File: config.mk
export PLATFORM = sky130hd
export DESIGN_NAME = rr_arbiter8
export DESIGN_NICKNAME = d
export VERILOG_FILES = /design/src/rtl/arb_pkg.sv /design/src/rtl/decoder.sv /design/src/rtl/rr_arbiter8.sv
export SDC_FILE = /design/constraint.sdc
export NUM_CORES = 1
export LEC_CHECK = 0
export CAP_MARGIN = 25
export CORE_ASPECT_RATIO = 0.75
export CORE_MARGIN = 1
export CORE_UTILIZATION = 54
export DETAILED_ROUTE_END_ITERATION = 8
export PLACE_DENSITY = 0.93
export REMOVE_ABC_BUFFERS = 1
export SYNTH_ARGS = -nofsm -noshare
export SYNTH_HDL_FRONTEND = slang
export SYNTH_HIERARCHICAL = 1
export SYNTH_SLANG_ARGS = --single-unit
File: constraint.sdc
create_clock -name clk -period 3.5 [get_ports clk]
set_input_delay 0.7 -clock clk [delete_from_list [all_inputs] [get_ports clk]]
set_output_delay 0.7 -clock clk [all_outputs]
set_load 0.1 [all_outputs]
File: src/rtl/arb_pkg.sv
// Shared types and constants for the 8-way round-robin arbiter.
// Provides the circular priority search used by rr_arbiter8.
package arb_pkg;

    localparam int N_REQ = 8;
    localparam int IDX_W = 3;

    typedef enum logic {
        IDLE  = 1'b0,
        GRANT = 1'b1
    } state_t;

    // First set bit of req, searched upward from (ptr+1) with wrap.
    function automatic logic [IDX_W-1:0] rr_pick(
        input logic [N_REQ-1:0] req,
        input logic [IDX_W-1:0] ptr
    );
        logic [IDX_W-1:0] idx;
        logic             found;
        rr_pick = '0;
        found   = 1'b0;
        for (int k = 1; k <= N_REQ; k++) begin
            idx = ptr + IDX_W'(k);
            if (!found && req[idx]) begin
                rr_pick = idx;
                found   = 1'b1;
            end
        end
    endfunction

endpackage

File: src/rtl/decoder.sv
// 3-to-8 one-hot decoder with enable.
// Output is all-zero when en is low.
module decoder
    import arb_pkg::*;
(
    input  logic [IDX_W-1:0] i,
    input  logic             en,
    output logic [N_REQ-1:0] o
);

    always_comb begin
        o = '0;
        if (en) o[i] = 1'b1;
    end

endmodule

File: src/rtl/rr_arbiter8.sv
// 8-way round-robin arbiter, IDLE/GRANT FSM, one idle cycle between grants.
// Optional forced release after HOLD_MAX cycles when ARB_TIMEOUT_EN is defined.
module rr_arbiter8
    import arb_pkg::*;
#(
    parameter int HOLD_MAX = 15
) (
    input  logic             clk,
    input  logic             rst_n,
    input  logic [N_REQ-1:0] req,
    input  logic             done,
    output logic             gnt_vld,
    output logic [IDX_W-1:0] gnt_idx,
    output logic [N_REQ-1:0] gnt
`ifdef ARB_TIMEOUT_EN
  , output logic             timeout
`endif
);

    if (HOLD_MAX < 1 || HOLD_MAX > 255) begin : g_bad_hold
        $error("rr_arbiter8: HOLD_MAX must be in 1..255");
    end

    state_t           state;
    logic [IDX_W-1:0] ptr;
    logic             user_rel;
    logic             rel;

    assign gnt_vld  = (state == GRANT);
    assign user_rel = done | ~req[gnt_idx];

`ifdef ARB_TIMEOUT_EN
    localparam logic [7:0] HOLD_LAST = 8'(HOLD_MAX - 1);

    logic [7:0] cnt;
    logic       to_hit;

    assign to_hit = (cnt == HOLD_LAST);
    assign rel    = user_rel | to_hit;
`else
    assign rel    = user_rel;
`endif

    always_ff @(posedge clk or negedge rst_n) begin
        if (!rst_n) begin
            state   <= IDLE;
            ptr     <= IDX_W'(N_REQ - 1);
            gnt_idx <= '0;
`ifdef ARB_TIMEOUT_EN
            cnt     <= '0;
            timeout <= 1'b0;
`endif
        end else begin
`ifdef ARB_TIMEOUT_EN
            timeout <= 1'b0;
`endif
            unique case (state)
                IDLE: begin
                    if (|req) begin
                        state   <= GRANT;
                        gnt_idx <= rr_pick(req, ptr);
`ifdef ARB_TIMEOUT_EN
                        cnt     <= '0;
`endif
                    end
                end
                GRANT: begin
                    if (rel) begin
                        state   <= IDLE;
                        ptr     <= gnt_idx;
                        gnt_idx <= '0;
`ifdef ARB_TIMEOUT_EN
                        timeout <= ~user_rel;
                        cnt     <= '0;
`endif
                    end else begin
`ifdef ARB_TIMEOUT_EN
                        cnt <= cnt + 8'd1;
`endif
                    end
                end
                default: state <= IDLE;
            endcase
        end
    end

    decoder u_dec (
        .i  (gnt_idx),
        .en (gnt_vld),
        .o  (gnt)
    );

endmodule

# [Yosys cells after proc, flatten, opt, wreduce, memory -nomap -nowiden]
# Index checks and enable logic that the tools add are counted.
[totals] wordCells=99 out_inout_bits=12 register_bits=7
[op_classes] n_reduce_logical=18 addsub=7 n_eq_ne=2 order_cmp=10 bitwise_logic=3 muxes=56
[op_table] cell="3-bit by 4-bit less-than comparator with 1-bit output (second input constant)" n=9
[op_table] cell="1-bit 2-to-1 mux" n=33
[op_table] cell="3-bit 2-to-1 mux" n=10
[op_table] cell="1-bit binary-select mux with 3-bit select" n=9
[op_table] cell="3-bit adder (second input constant)" n=4
[op_table] cell="1-bit logical AND" n=8
[op_table] cell="8-bit 2-to-1 mux" n=1
[op_table] cell="8-bit OR reduction" n=1
[op_table] cell="1-bit logical NOT" n=7
[op_table] cell="3-bit by 2-bit adder with 3-bit output (second input constant)" n=2
[op_table] cell="3-bit one-hot mux with 2 select lines" n=1
[op_table] cell="2-bit AND reduction" n=2
[op_table] cell="3-bit by 1-bit adder with 3-bit output (second input constant)" n=1
[op_table] cell="1-bit demux with 3-bit select" n=1
[op_table] cell="3-bit by 1-bit greater-or-equal comparator with 1-bit output (second input constant)" n=1
[op_table] cell="2-bit by 1-bit inequality test with 1-bit output (second input constant)" n=1
[op_table] cell="2-bit inequality test (second input constant)" n=1
[op_table] cell="1-bit inverter" n=2
[op_table] cell="1-bit one-hot mux with 2 select lines" n=1
[op_table] cell="1-bit OR" n=1

# [Longest topological paths before layout]
# Gate-level depths: netlist of the first run.
[logic_depth] word_depth=41 depth_mapped=11 mapped_depth_nobuf=8

# [Cells and area by module]
# Netlist of the first run, hierarchy kept.
[by_module_without_submodules] module="rr_arbiter8" area_each_um2=1249.9 cells_per_inst=118 instances=1
[by_module_without_submodules] module="decoder" area_each_um2=96.3 cells_per_inst=8 instances=1

# [Worst setup path before layout of the first run]
# OpenSTA, ideal clock, no wires.
[synth_path] kind="register to output" start="register state (netlist: gnt_vld)" end="output port gnt[0]" stages_incl_launch_ff=2 arrival_ps=2842 slack_ps=-42 n_path_buf=0 path_cell_list="dfrtp_1 > nor4b_2"
[synth_between] elab_chain_cells=1
[synth_lines] element="start, declared" line="rr_arbiter8.sv:24" rtl="state_t state;"
[synth_lines] element="start signal, assigned" line="rr_arbiter8.sv:46" rtl="state <= IDLE;"
[synth_lines] element="start signal, assigned" line="rr_arbiter8.sv:60" rtl="state <= GRANT;"
[synth_lines] element="start signal, assigned" line="rr_arbiter8.sv:69" rtl="state <= IDLE;"
[synth_lines] element="8-bit 2-to-1 mux" line="decoder.sv:13" rtl="if (en) o[i] = 1'b1;"
[synth_lines] element="end, declared" line="rr_arbiter8.sv:14" rtl="output logic [N_REQ-1:0] gnt"
# No other way between the ends.

# [Worst setup path in the final report of the first run]
[layout_path] start="input port req[5]" end="register gnt_idx[2]"
[layout_between] elab_chain_cells=40 word_cells_on_any_way=69
[layout_lines] element="start, declared" line="rr_arbiter8.sv:10" rtl="input logic [N_REQ-1:0] req,"
[layout_lines] element="1-bit binary-select mux with 3-bit select" line="arb_pkg.sv:24" rtl="if (!found && req[idx]) begin"
[layout_lines] element="1-bit 2-to-1 mux (not written as such)" line="arb_pkg.sv:24"
[layout_lines] element="1-bit 2-to-1 mux" line="arb_pkg.sv:24"
[layout_lines] element="1-bit 2-to-1 mux" line="rr_arbiter8.sv:59" rtl="if (|req) begin"
[layout_lines] element="1-bit 2-to-1 mux" line="rr_arbiter8.sv:57" rtl="unique case (state)"
[layout_lines] element="1-bit logical NOT" line="arb_pkg.sv:24"
[layout_lines] element="1-bit logical AND" line="arb_pkg.sv:24"
[layout_lines] element="1-bit 2-to-1 mux" line="arb_pkg.sv:24"
[layout_lines] element="[24 not listed]"
[layout_lines] element="1-bit 2-to-1 mux" line="arb_pkg.sv:24"
[layout_lines] element="1-bit 2-to-1 mux" line="rr_arbiter8.sv:59"
[layout_lines] element="1-bit 2-to-1 mux" line="rr_arbiter8.sv:57"
[layout_lines] element="1-bit logical NOT" line="arb_pkg.sv:24"
[layout_lines] element="1-bit logical AND" line="arb_pkg.sv:24"
[layout_lines] element="3-bit 2-to-1 mux" line="arb_pkg.sv:24"
[layout_lines] element="3-bit 2-to-1 mux" line="rr_arbiter8.sv:59"
[layout_lines] element="3-bit one-hot mux with 2 select lines" line="rr_arbiter8.sv:57"
[layout_lines] element="end signal, assigned" line="rr_arbiter8.sv:61" rtl="gnt_idx <= rr_pick(req, ptr);"
[layout_lines] element="end, declared" line="rr_arbiter8.sv:13" rtl="output logic [IDX_W-1:0] gnt_idx,"
# Several ways; a longest one is shown, not always the timed one. The select of a mux whose other input is x is not followed.
# A chain may end at the register's enable or synchronous reset.

==> results.yml, run 1 <==
sta:
  whs_ns: 0.698
  hold_viol_final: 0
  fin_crit_sh_pct: 83.4
  max_freq_mhz: 342
  rsz0062_at_grt: "false"
  slew_viol_final: 0
  worst_slew_pin_slew_ns: 0.527
  slew_headroom_pct: 64.6
  finalSetupViolCount: 0
  fin_ws_ns: 0.579
  fin_worst_skew_ns: 0.000335
  fin_crit_ns: 2.92
logic_synthesis:
  synth_common_cells: "mux4_2, mux2i_1, a21oi_1, mux2_2, nand2_1"
  yosys_warnings: 6
  dominantRegCellSynth: "dfrtp_1"
  yosys.area.top_type_share_pct: 25.1
  yosys.cell_types.count: 54
  netlist_instances: 126
  async_flop_share_pct: 100
  ys_top_cells_by_area: "mux4_2, dfrtp_1, mux2i_1"
  postSynthAreaPerCell_sq_um: 10.7
  synth.most_common_cell: "mux4_2"
  synth_top_cell_by_area: "mux4_2"
  synth.ff_latch_count: 7
  ys_seq_area_share_pct: 13.3
  synth_edf_count: 0
  synthesis.area_sq_mm: 0.00135
critical_path:
  cp_max_fo: 9
  startpoint_type: "input port"
  worstSetupPathType: "input port to register"
  end_kind: "register"
  cp.required_ns: 3.62
  crit_arrival_ns: 3.04
  reg2reg_slack_ns: 0.58
  reg2reg_depth: 8
floorplanning:
  die_x_um: 59.7
  die_h_um: 45.2
  die-area_sq_mm: 0.00270
  start_util_pct: 57.8
  core_sq_mm: 0.00233
  rows: 15
  ioPinCount: 23
clock_network:
  clock_latency_ns: 0.25
  cts_tree: "built"
  numClockSinks: 7
  path_clk_slew_ns: 0.05
  cts_made_buffers: 3
  post_cts_buffers: 0
  cts_hold_buffers: 0
  cts_resized: 0
  htreeDepth: 1
  cts-root-buf: "clkbuf_4"
  cts_buffer_depth: 2
route:
  vias: 1279
  ant_nets: 0
  vias_per_cell: 7.11
  met2_length_um: 1660
  drc: 0
  drtIter0Drc: 155
  wl_met3_um: 291
  first_pass_iters: 4
  wl_met1_um: 1610
  routedWlPerCell_um: 19.9
  top_layer_used: "met4"
  wl_um: 3580
finish:
  ff_latch_area_sq_um: 179
  syn2layout_area_growth_pct: 16.8
  drive_above_1_share_pct: 38.4
  multiInputGateArea_sq_mm: 0.00111
  finalNetCount: 160
  utilization_pct: 67.6
  fill_cells: 192
  antenna_cells: 0
global_route:
  grt_pass1_wl_um: 5870
  antenna_found_initial: 0
  grt_max_degree: 21
  grt_pass1_vias: 1134
  overflow: 0
  track_usage_pct: 29.4
place:
  hpwl_um: 2640
  routabilityCongestion: 0.927
  port_buffers: 22
  pre_cts_slack_ns: 0.386
run_status:
  status: "complete, no violations"
hold_path:
  hold_class: "input port to asynchronous set/reset pin"
job:
  drv_cap: 0
critical path, stage by stage:
cell             delay [ns]
clkdlybuf4s50_1        0.58
mux4_2                 0.64
a21oi_1                0.20
o22ai_1                0.10
a221o_1                0.32
a221oi_1               0.40
o31ai_1                0.11
placed cells by master, fill, tap and decap left out, types with 3 or more instances in the layout:
cell and count:
and4bb_2 3, nand2b_1 3, nand2_1 7, dfrtp_1 4, buf_4 14, clkbuf_4 3, and4b_2 3, dfstp_2 3
nor3_1 3, nor2_1 3, mux4_2 15, o211ai_1 4, inv_1 3, mux2i_1 9, o21ai_0 3, a21oi_1 7
mux2_2 7, clkdlybuf4s50_1 10
final timing paths:
check | from | endpoint
setup / recovery | req[5] | gnt_idx[2]
hold / removal | rst_n | gnt_idx[2]
setup reg to reg | ptr[0] | gnt_idx[2]
hold reg to reg | gnt_vld | gnt_vld
max in group asynchronous | rst_n | ptr[0]
min in group clk | gnt_vld | gnt_vld
flip-flops by register name (all words and copies together), names as in the netlist:
| name | flops |
|---|---|
| gnt_idx | 3 |
| gnt_vld | 1 |
| ptr | 3 |
layout make-up:
| type | count | area share [%] |
|---|---|---|
| clock buffer | 4 | 1.67 |
| sequential | 7 | 11.4 |
| multi-input combinational | 108 | 70.5 |
| inverter | 3 | 0.716 |
| tap | 34 | 2.70 |
| timing repair buffer | 24 | 13.0 |
per-layer routing:
layer / GRT usage, % / up-vias
met5: 0 / -
met4: 0.930 / 0
met3: 6.30 / 4
met2: 44.7 / 68
met1: 45.2 / 635
li1: - / 572
cell families after synthesis:
| logic type | synth area share (%) |
|---|---|
| simple gates | 21.1 |
| mux | 39.8 |
| compound gates | 17.7 |
| buf+inv | 4.37 |
| flops | 13.3 |
| xor+xnor | 1.95 |
| fa+ha+maj | 1.86 |
per-stage QoR:
stage	cells	area, sq um	setup TNS [ns]
after detailed placement	176	1550	0
final	180	1570	0
after floorplan	118	1300	-0.0423
after global placement	176	1550	0
after global routing	180	1570	0
after CTS	180	1570	0
Power of run 1 is left out: the tool's default activity adds up to more than one toggle a clock period on the data nets, which glitch-free logic cannot reach.
==> inputs of run 2 (changes only) <==
==> constraint.sdc (replaced) <==
create_clock -name clk -period 2.75 [get_ports clk]
set_input_delay 0.55 -clock clk [delete_from_list [all_inputs] [get_ports clk]]
set_output_delay 0.55 -clock clk [all_outputs]
set_load 0.1 [all_outputs]
==> run 2 against run 1 <==
  * Largest cell class unchanged
  * Critical endpoint unchanged
  * Clock skew up 0.0064 ns
  * Worst setup slack worse by 0.54 ns
  * Via count increased by 7.0%
==> results.yml, run 2 (synthesis gave the netlist of run 1 again) <==
floorplanning:
  rows: 15
  start_util_pct: 57.8
  ioPinCount: 23
  core_sq_mm: 0.00233
  die_h_um: 45.2
  die-area_sq_mm: 0.00270
  die_x_um: 59.7
finish:
  final_cell_mix: "buf_4, mux4_2, mux2i_1, clkdlybuf4s50_1"
  antenna_cells: 0
  syn2layout_area_growth_pct: 27.3
  finalNetCount: 176
  layout_commonest_cell: "buf_4"
  drive_above_1_share_pct: 46.3
  final_cells: 196
place:
  routabilityCongestion: 0.935
  pre_cts_slack_ns: -0.155
  port_buffers: 22
  hpwl_um: 2890
  dp.cells: 192
critical_path:
  startpoint_type: "input port"
  worstSetupPathType: "input port to register"
  cp.required_ns: 2.91
  r2r-start: "ptr[1]"
  cp_max_fo: 8
  crit_arrival_ns: 2.87
  end_kind: "register"
  reg2reg_to: "gnt_idx[2]"
  reg2reg_slack_ns: 0.10
  reg2reg_depth: 7
sta:
  rsz0062_at_grt: "false"
  finalSetupViolCount: 0
  slew_headroom_pct: 61.9
  worst_slew_pin_slew_ns: 0.568
  hold_viol_final: 0
  fin_crit_ns: 2.71
  finalSetupTns_ns: 0
  fin_crit_sh_pct: 98.7
  fin_ws_ns: 0.0370
  max_freq_mhz: 369
  slew_viol_final: 0
  fin_worst_skew_ns: 0.00675
global_route:
  grt_pass1_vias: 1299
  grt_pass1_wl_um: 6340
  overflow: 0
  busiest_layer: "met2"
  grt_use_met3_pct: 7.74
  antenna_found_initial: 0
  grt_util_met2_pct: 49.1
  track_usage_pct: 32.2
  grt_max_degree: 21
  grt_util_met1_pct: 45.4
clock_network:
  path_clk_slew_ns: 0.06
  cts_buffer_depth: 2
  cts_tree: "built"
  htreeDepth: 1
  cts-root-buf: "clkbuf_4"
  clock_latency_ns: 0.26
  cts_made_buffers: 3
  cts_hold_buffers: 0
  numClockSinks: 7
run_status:
  status: "complete, no violations"
route:
  vias: 1369
  wl_um: 4000
  vias_per_cell: 6.98
  ant_nets: 0
  routedWlPerCell_um: 20.4
  first_pass_iters: 4
  drtIter0Drc: 109
  drc: 0
job:
  drv_cap: 0
hold_path:
  hold_class: "input port to asynchronous set/reset pin"
## run 2: changes by cell type in the layout (fill, tap and decap cells not counted)
| cell | previous run | this run |
|---|---|---|
| dlymetal6s2s_1 | 0 | 1 |
| ha_4 | 0 | 1 |
| buf_4 | 14 | 30 |
| clkdlybuf4s50_1 | 10 | 9 |
| nor2_1 | 3 | 2 |
| nor2_2 | 0 | 1 |
| a21oi_2 | 0 | 1 |
| ha_1 | 2 | 1 |
| a21oi_1 | 7 | 6 |
## run 2: worst max-delay path by stage
stage	start	endpoint	slack, ns	cells past startpoint
final	req[5]	gnt_idx[2]	0.04	7
after global routing	ptr[1]	gnt_idx[0]	0.004	7
after CTS	ptr[0]	gnt_idx[2]	0.02	8
after detailed placement	req[4]	gnt_idx[2]	-0.15	7
after global placement	req[1]	gnt_idx[2]	-0.09	7
after floorplan	gnt_vld	gnt[0]	-0.64	1
## run 2: area by class of cell
class                   count  area, sq um
repair buffers             40          328
multi-input cells         108         1130
inverters                   3         11.3
flip-flops and latches      7          179
well taps                  34         42.5
fillers                   167          613
clock buffers               4         26.3
## run 2: worst max-delay path, stage by stage
cell and delay (ns):
clkdlybuf4s50_1 0.58, mux4_2 0.57, mux2_4 0.32, nand4b_4 0.23, nor3_2 0.29, a221oi_1 0.10, o31ai_1 0.22
## run 2: timing repair
action / 4_1_cts / 5_1_grt
gates resized for setup: 1 / 4
endpoints found under the setup margin: 2 / 2
pin swaps: 0 / 0
hold endpoints to repair: 0 / 0
setup buffers: 0 / 0
## run 2: routing by layer
layer,routed length (um),share of wire (%)
met2,1870,47
met4,117,2.9
met3,400,10
met1,1610,40
met5,0,0
## run 2: metrics by stage
stage	utilization, %	cell area (sq um)	hold slack, ns
2_1_floorplan	-	1300	0.254
3_3_place_gp	71.6	1670	0.686
3_5_place_dp	71.6	1670	0.726
4_1_cts	72.8	1700	0.560
5_1_grt	73.7	1710	0.578
6_report	73.7	1710	0.555
Power of run 2 is left out for the same reason.
